File: src/rtl/kmeans_host.sv
// Host-side driver for the k-means engine: streams an LFSR-generated input frame,
// then collects the engine's 4-word centroid burst and reports completion status.
module kmeans_host #(
    parameter int          CLUSTER_SIZE = 4,
    parameter int          DATA_SIZE    = 4096,
    parameter logic [23:0] TIMEOUT      = 24'd8_000_000
) (
    input  logic        clk,
    input  logic        rst_n,
    input  logic        start,
    input  logic [15:0] seed,
    output logic        km_in_valid,
    output logic [15:0] km_in_data,
    input  logic        km_out_valid,
    input  logic [15:0] km_out_data,
    output logic        busy,
    output logic        done,
    output logic        err_timeout,
    output logic        err_burst,
    output logic [15:0] cent0,
    output logic [15:0] cent1,
    output logic [15:0] cent2,
    output logic [15:0] cent3
);

    localparam int                WORDS     = CLUSTER_SIZE + DATA_SIZE;
    localparam int                WCNT_W    = $clog2(WORDS);
    localparam logic [WCNT_W-1:0] WCNT_LAST = WCNT_W'(WORDS - 1);
    localparam logic [15:0]       SEED_ALT  = 16'hACE1;
    localparam logic [15:0]       LFSR_TAPS = 16'hB400;

    typedef enum logic [2:0] {
        S_IDLE,
        S_SEND,
        S_WAIT,
        S_RECV,
        S_DONE
    } state_t;

    state_t            state_q, state_d;
    logic [15:0]       lfsr_q, lfsr_d;
    logic [WCNT_W-1:0] wcnt_q, wcnt_d;
    logic [1:0]        rcnt_q, rcnt_d;
    logic [23:0]       tcnt_q, tcnt_d;
    logic              in_valid_q, in_valid_d;
    logic [15:0]       in_data_q, in_data_d;
    logic              busy_q, busy_d;
    logic              done_q, done_d;
    logic              err_timeout_q, err_timeout_d;
    logic              err_burst_q, err_burst_d;
    logic [15:0]       cent_q [4];
    logic [15:0]       cent_d [4];
    logic [15:0]       lfsr_next;

    assign lfsr_next = {1'b0, lfsr_q[15:1]} ^ (lfsr_q[0] ? LFSR_TAPS : 16'h0000);

    always_comb begin
        // NOTE: every signal gets a default first, so no path can infer a latch.
        state_d       = state_q;
        lfsr_d        = lfsr_q;
        wcnt_d        = wcnt_q;
        rcnt_d        = rcnt_q;
        tcnt_d        = tcnt_q;
        in_valid_d    = 1'b0;
        in_data_d     = 16'h0000;
        busy_d        = 1'b0;
        done_d        = 1'b0;
        err_timeout_d = err_timeout_q;
        err_burst_d   = err_burst_q;
        cent_d        = cent_q;

        unique case (state_q)
            S_IDLE: begin
                if (start) begin
                    lfsr_d        = (seed == 16'h0000) ? SEED_ALT : seed;
                    wcnt_d        = '0;
                    rcnt_d        = '0;
                    tcnt_d        = '0;
                    err_timeout_d = 1'b0;
                    err_burst_d   = 1'b0;
                    cent_d        = '{default: 16'h0000};
                    state_d       = S_SEND;
                end
            end
            S_SEND: begin
                busy_d     = 1'b1;
                in_valid_d = 1'b1;
                in_data_d  = lfsr_q;
                lfsr_d     = lfsr_next;
                if (wcnt_q == WCNT_LAST) begin
                    state_d = S_WAIT;
                end else begin
                    wcnt_d = wcnt_q + 1'b1;
                end
            end
            S_WAIT: begin
                busy_d = 1'b1;
                if (km_out_valid) begin
                    cent_d[0] = km_out_data;
                    rcnt_d    = 2'd1;
                    state_d   = S_RECV;
                end else if (tcnt_q == TIMEOUT - 24'd1) begin
                    err_timeout_d = 1'b1;
                    state_d       = S_DONE;
                end else if (tcnt_q != '1) begin
                    tcnt_d = tcnt_q + 24'd1;
                end
            end
            S_RECV: begin
                busy_d = 1'b1;
                if (km_out_valid) begin
                    cent_d[rcnt_q] = km_out_data;
                    rcnt_d         = rcnt_q + 2'd1;
                    if (rcnt_q == 2'd3) begin
                        state_d = S_DONE;
                    end
                end else begin
                    // A short burst keeps whatever centroids already arrived.
                    err_burst_d = 1'b1;
                    state_d     = S_DONE;
                end
            end
            S_DONE: begin
                done_d  = 1'b1;
                state_d = S_IDLE;
            end
            default: state_d = S_IDLE;
        endcase
    end

    // NOTE: the centroid array is reset too, since it drives outputs that must read 0 in reset.
    always_ff @(posedge clk or negedge rst_n) begin
        if (!rst_n) begin
            state_q       <= S_IDLE;
            lfsr_q        <= 16'h0000;
            wcnt_q        <= '0;
            rcnt_q        <= '0;
            tcnt_q        <= '0;
            in_valid_q    <= 1'b0;
            in_data_q     <= 16'h0000;
            busy_q        <= 1'b0;
            done_q        <= 1'b0;
            err_timeout_q <= 1'b0;
            err_burst_q   <= 1'b0;
            cent_q        <= '{default: 16'h0000};
        end else begin
            state_q       <= state_d;
            lfsr_q        <= lfsr_d;
            wcnt_q        <= wcnt_d;
            rcnt_q        <= rcnt_d;
            tcnt_q        <= tcnt_d;
            in_valid_q    <= in_valid_d;
            in_data_q     <= in_data_d;
            busy_q        <= busy_d;
            done_q        <= done_d;
            err_timeout_q <= err_timeout_d;
            err_burst_q   <= err_burst_d;
            cent_q        <= cent_d;
        end
    end

    assign km_in_valid = in_valid_q;
    assign km_in_data  = in_data_q;
    assign busy        = busy_q;
    assign done        = done_q;
    assign err_timeout = err_timeout_q;
    assign err_burst   = err_burst_q;
    assign cent0       = cent_q[0];
    assign cent1       = cent_q[1];
    assign cent2       = cent_q[2];
    assign cent3       = cent_q[3];

endmodule
File: config.mk
export PLATFORM = sky130hd
export DESIGN_NAME = kmeans_host
export DESIGN_NICKNAME = d
export VERILOG_FILES = /design/src/rtl/kmeans_host.sv
export SDC_FILE = /design/constraint.sdc
export NUM_CORES = 1
export LEC_CHECK = 0
export CAP_MARGIN = 25
export CORE_ASPECT_RATIO = 0.75
export CORE_MARGIN = 3
export CORE_UTILIZATION = 52
export DETAILED_ROUTE_END_ITERATION = 10
export PLACE_DENSITY = 0.8
export SKIP_LAST_GASP = 1
export SYNTH_ARGS = -nofsm -noshare
export SYNTH_HDL_FRONTEND = slang
export SYNTH_SLANG_ARGS = --single-unit
export TNS_END_PERCENT = 20
File: constraint.sdc
create_clock -name clk -period 2.3 [get_ports clk]
set_input_delay 0.23 -clock clk [delete_from_list [all_inputs] [get_ports clk]]
set_output_delay 0.23 -clock clk [all_outputs]
set_load 0.01 [all_outputs]
==> out/results.ini, run 1 <==
[status]
outcome=complete, no violations

[detailed_routing]
drtIter0Drc=570
dr.pass1.iters=6
drc=0
vias=5560
ant_nets=0
viasPerCell=5.86
avgRoutedWirePerCell_um=17.4
wirelength_um=16500

[finish]
insertedDiodeCount=0
area_growth_pct=31.8
final_util_pct=71.2
drive_gt1_share_pct=7.62
nNetsFinal=817

[yosys]
ys_types=49
syn_area_per_cell_um2=9.67
ys_seq_elements=143
yosysWarnings=0
synth_top_area_share_pct=56.4
synthCells=656
synth_top_area_cell=dfrtp_1
async_reset_ff_share_pct=100
synth_edf_count=0
synthFlopType=dfrtp_1
netlist_area_um2=6340
syn_nets=698
synth.area.top_cells=dfrtp_1, nand2_1, o21ai_0
ys_seq_area_share_pct=56.4
synth_commonest_cells=dfrtp_1, nand2_1, o21ai_0

[cts]
post-cts-setup-buffers=0
ctsResizeCount=0
numCtsBuffers=17
cts_tree=yes
clk_latency_ns=0.42
clk_pin_slew_ns=0.06
h-tree-depth=4
clock-root-buffer=clkbuf_16
clockBufferDepth=2
cts_sinks=143

[sta]
finalClockSkew_ns=0.00979
final-hold-violation-count=0
fmax_ghz=0.447
finalSetupViolCount=0
worst_pin_slew_ns=0.911
fin_hold_ws_ns=0.381
relSlewSlack_pct=39.1
layout_worst_path_cycle_share_pct=97.2
report.final.slew_viol_count=0
rsz0062_at_grt=true
min_period_ns=2.24
layout_setup_ws_ns=0.0640

[die]
die_h_um=102
core_um2=11700
design.die.area_um2=13600
die_w_um=134
ios=121
start_util_pct=54.0
rows=34

[worst_setup_path]
crit_path_end_kind=flop
cp_slowest_cell=or4_4
startpoint_type=flop
critical-path-max-stage-delay_ns=0.62
cp_common_cell=a31oi_1
worstPathCellList=ha_1 -> nand4_1 -> or4_4 -> or2_2 -> a31oi_1 -> a31oi_1
worstPathMaxFanout=10
critPathKind=flop to flop
required_ns=2.59
crit_arrival_ns=2.53
rr_worst_depth=6

[flow_run]
maxCapViolations=0

[placement]
port-buffer-count=120
globalplace.congestion=0.920
place_hpwl_um=10900
dpl_worst_slack_ns=0.111

[power_and_ir_drop]
power_density_nw_per_um2=1160
ir_drop_v=0.000590
p_leak_uw=0.00362

[grt]
grt_pass1_wl_um=26600
grtUsageTotal_pct=24.4
antenna_found_initial=0
grt_max_degree=67
grt_overflow=0
grt_pass1_vias=5233

[hold_path]
hp-class=primary input to async pin

==> sequential cells by signal, indices dropped and copies added (netlist names), 2 cells and up <==
signal and flops:
cent0 16, cent1 16, cent2 16, cent3 16, km_in_data 16, lfsr_q 16, rcnt_q 2, state_q 3
tcnt_q 24, wcnt_q 13
==> path summary, 6_finish.rpt <==
check,from,endpoint,slack (ns)
max,tcnt_q[0],tcnt_q[3],0.06
min,rst_n,cent2[12],0.38
max reg2reg,tcnt_q[0],tcnt_q[3],0.06
min reg2reg,lfsr_q[10],lfsr_q[10],0.48
max in group asynchronous,rst_n,cent1[2],1.25
min in group clk,km_out_data[15],cent1[15],0.47
==> where the power goes <==
part           total [uW]  internal (uW)  switching, uW  leakage, uW
Combinational        3340           1570           1770      0.00142
Clock                2660           1590           1060     0.000276
Sequential           3710           3210            499      0.00192
==> cell families after synthesis <==
family	share of synthesized area, %
compound gates	16.3
xor+xnor	1.38
fa+ha+maj	1.18
buf+inv	3.33
flops	56.4
mux	0.474
simple gates	20.9
==> worst max-delay path, delay by kind of cell (launching register included) <==
kind / cells / cell delay [ns]
flops: 1 / 0.40
compound gates: 2 / 0.25
simple gates: 3 / 1.22
fa+ha+maj: 1 / 0.25
==> cells in the final DEF, fill, tap and decap left out, types with 14 or more instances in the layout <==
cell type	instances
a21oi_1	14
a22o_1	16
a31oi_1	37
and3_1	30
buf_4	14
clkbuf_16	17
clkdlybuf4s50_1	119
dfrtp_1	143
nand2_1	143
nand3_1	16
nor2_1	27
o21ai_0	77
==> timing repair <==
item                                   4_1_cts  5_1_grt
setup endpoints to repair                    0        4
hold buffers                                 1        0
endpoints found under the hold margin       64        0
==> final cells by class <==
type                            instances  area (um2)
Clock buffer                           18         429
Clock inverter                         13         139
Fill cell                             860        3380
Inverter                                6        22.5
Multi-Input combinational cell        466        2560
Sequential cell                       143        3580
Tap cell                              162         203
Timing Repair Buffer                  141        1430
==> layer usage <==
metal / vias up / share of wire, % / GRT usage [%]
met4: 0 / 1.2 / 5.93
met1: 2740 / 44 / 33.7
met3: 23 / 6.2 / 5.71
met2: 217 / 49 / 39.7
met5: - / 0 / 0
li1: 2580 / - / -
==> per-stage QoR <==
step                      total power [uW]  instance area (um2)  std cells  setup TNS, ns
after floorplan                       5390                 6340        656              0
after global placement                6870                 7760        915              0
after detailed placement              7000                 7760        915              0
after CTS                             9710                 8340        947              0
after global routing                 10200                 8360        949        -0.0742
final                                 9700                 8360        949              0
Power figures use the tool's default switching activity.
==> run 2: changes to the inputs <==
==> constraint.sdc (replaced) <==
create_clock -name clk -period 2.3 [get_ports clk]
set_input_delay 0.575 -clock clk [delete_from_list [all_inputs] [get_ports clk]]
set_output_delay 0.575 -clock clk [all_outputs]
set_load 0.01 [all_outputs]
==> out/results.ini, run 2 (synthesis results as in run 1) <==
[status]
outcome=complete, no violations

[cts]
hold_buffers=0  ; -1
clk_latency_ns=0.42  ; about the same
clockBufferDepth=2  ; unchanged
post-cts-setup-buffers=0  ; unchanged
cts_tree=yes
clk_pin_slew_ns=0.06  ; about the same
clock-root-buffer=clkbuf_16
numCtsBuffers=17  ; unchanged
h-tree-depth=4  ; unchanged
ctsResizeCount=0  ; unchanged
cts_sinks=143  ; unchanged

[detailed_routing]
viasPerCell=5.87  ; +0.25%
avgRoutedWirePerCell_um=17.5  ; +0.48%
wirelength_um=16800  ; +1.3%
vias=5621  ; +1.1%
ant_nets=0  ; unchanged
drtIter0Drc=519  ; -8.9%
dr.pass1.iters=5  ; -1
drc=0  ; unchanged

[worst_setup_path]
cp_slowest_cell=or4_4
crit_path_end_kind=flop
critical_path_buf_inv_count=0  ; unchanged
critPathKind=flop to flop
critical-path-max-stage-delay_ns=0.60  ; -0.02 ns
crit_arrival_ns=2.50  ; -0.03 ns
required_ns=2.59  ; about the same
worstPathMaxFanout=11  ; +1
worstPathCellList=ha_2 -> nand4_1 -> or4_4 -> or2_4 -> a41oi_1 -> a31oi_1
critPathTopFamily=simple AND/OR/NAND/NOR gates
startpoint_type=flop

[finish]
multi_input_area_um2=2560  ; +0.20%
mostFrequentLayoutCells=nand2_1, dfrtp_1, clkdlybuf4s50_1
area_growth_pct=34.4
fillCellCount=839  ; -2.4%
largest_register=tcnt_q
nNetsFinal=824  ; +0.86%
seqCellArea_um2=3580  ; unchanged
insertedDiodeCount=0  ; unchanged
drive_gt1_share_pct=8.93  ; +1.3 points
finalNonFillerCells=957  ; +0.84%
largest_reg_flops=24  ; unchanged
final_util_pct=72.6  ; +1.4 points

[hold_path]
hp-class=primary input to async pin

[grt]
grt_overflow=0  ; unchanged
grt_max_degree=61  ; -9.0%
grt_pass1_vias=5421  ; +3.6%
grt_pass1_wl_um=27900  ; +4.8%
grtUsageTotal_pct=25.7  ; +1.3 points
antenna_found_initial=0  ; unchanged

[power_and_ir_drop]
power_density_nw_per_um2=1190  ; +2.2%
p_int_uw=6720  ; +5.5%
clockPowerShare_pct=29.4  ; +2.0 points
seqPwrFrac_pct=36.3  ; -1.9 points
power_uw=10100  ; +4.2%
p_leak_uw=0.00369  ; +1.9%
swShare_pct=33.5  ; -0.84 points
p_switching_uw=3390  ; +1.6%
pwr-share-comb_pct=34.4  ; about the same
ir_drop_v=0.000831  ; +41%

[sta]
final-hold-violation-count=0  ; unchanged
relSlewSlack_pct=62.3  ; +23 points
finalClockSkew_ns=0.00932  ; -0.000462 ns
fmax_ghz=0.452  ; +1.2%
layout_worst_path_cycle_share_pct=96.1  ; -1.1 points
min_period_ns=2.21  ; -0.0258 ns
finalSetupViolCount=0  ; unchanged
rsz0062_at_grt=true
report.final.slew_viol_count=0  ; unchanged
worst_pin_slew_ns=0.566  ; -0.345 ns

[die]
die_w_um=134  ; unchanged
start_util_pct=54.0  ; unchanged
ios=121  ; unchanged
design.die.area_um2=13600  ; unchanged
core_um2=11700  ; unchanged
die_h_um=102  ; unchanged
rows=34  ; unchanged

[placement]
place_hpwl_um=11200  ; +2.7%
dp.cells=923  ; +0.87%
port-buffer-count=120  ; unchanged
globalplace.congestion=0.853  ; -7.3%

[flow_run]
maxCapViolations=0  ; unchanged

-- run 2: cell types whose count changed in the layout (fill, tap and decap cells not counted), moves of 2 or more --
cell and change:
buf_12 +3, buf_4 +6, bufinv_16 +2, clkinv_2 -4, inv_6 +2
-- run 2: metal layers --
layer	GRT usage, %	wire length [um]	up-vias
li1	-	-	2592
met1	35.4	7360	2782
met2	42.3	8220	228
met3	5.11	971	19
met4	6.88	208	0
met5	0	0	-
-- run 2: metrics by stage --
step | hold WS [ns] | instance area, um2 | TNS [ns] | worst slack (ns)
floorplan | 0.279 | 6340 | 0 | 0.297
finish | 0.111 | 8520 | 0 | 0.0898
global route | 0.154 | 8520 | -0.00619 | -0.00619
CTS | 0.146 | 8500 | 0 | 0.0433
detailed placement | 0.467 | 7860 | -2.14 | -0.145
global placement | 0.455 | 7860 | -0.539 | -0.0346
-- run 2: layout make-up --
type	count	share of cell area (%)
Clock buffer	18	5.15
Clock inverter	14	2.39
Inverter	6	0.264
Multi-Input combinational cell	466	30.1
Sequential cell	143	42.0
Tap cell	162	2.38
Timing Repair Buffer	148	17.8
-- run 2: worst paths after layout --
| path | from | endpoint | slack [ns] | cells past startpoint |
|---|---|---|---|---|
| max | tcnt_q[1] | tcnt_q[9] | 0.09 | 6 |
| min | rst_n | cent1[12] | 0.11 | 1 |
| max reg2reg | tcnt_q[1] | tcnt_q[9] | 0.09 | 6 |
| min reg2reg | lfsr_q[2] | lfsr_q[2] | 0.48 | 2 |
| max in group asynchronous | rst_n | tcnt_q[3] | 1.52 | 2 |
| min in group clk | lfsr_q[2] | lfsr_q[2] | 0.48 | 2 |
-- run 2: power by group through the flow --
| stage | sequential [uW] | combinational, uW | clock, uW |
|---|---|---|---|
| finish | 3660 | 3470 | 2970 |
| global route | 3750 | 3790 | 3140 |
| CTS | 3660 | 3480 | 3020 |
| detailed placement | 3690 | 3440 | 0 |
| global placement | 3650 | 3310 | 0 |
| floorplan | 3820 | 1570 | 0 |
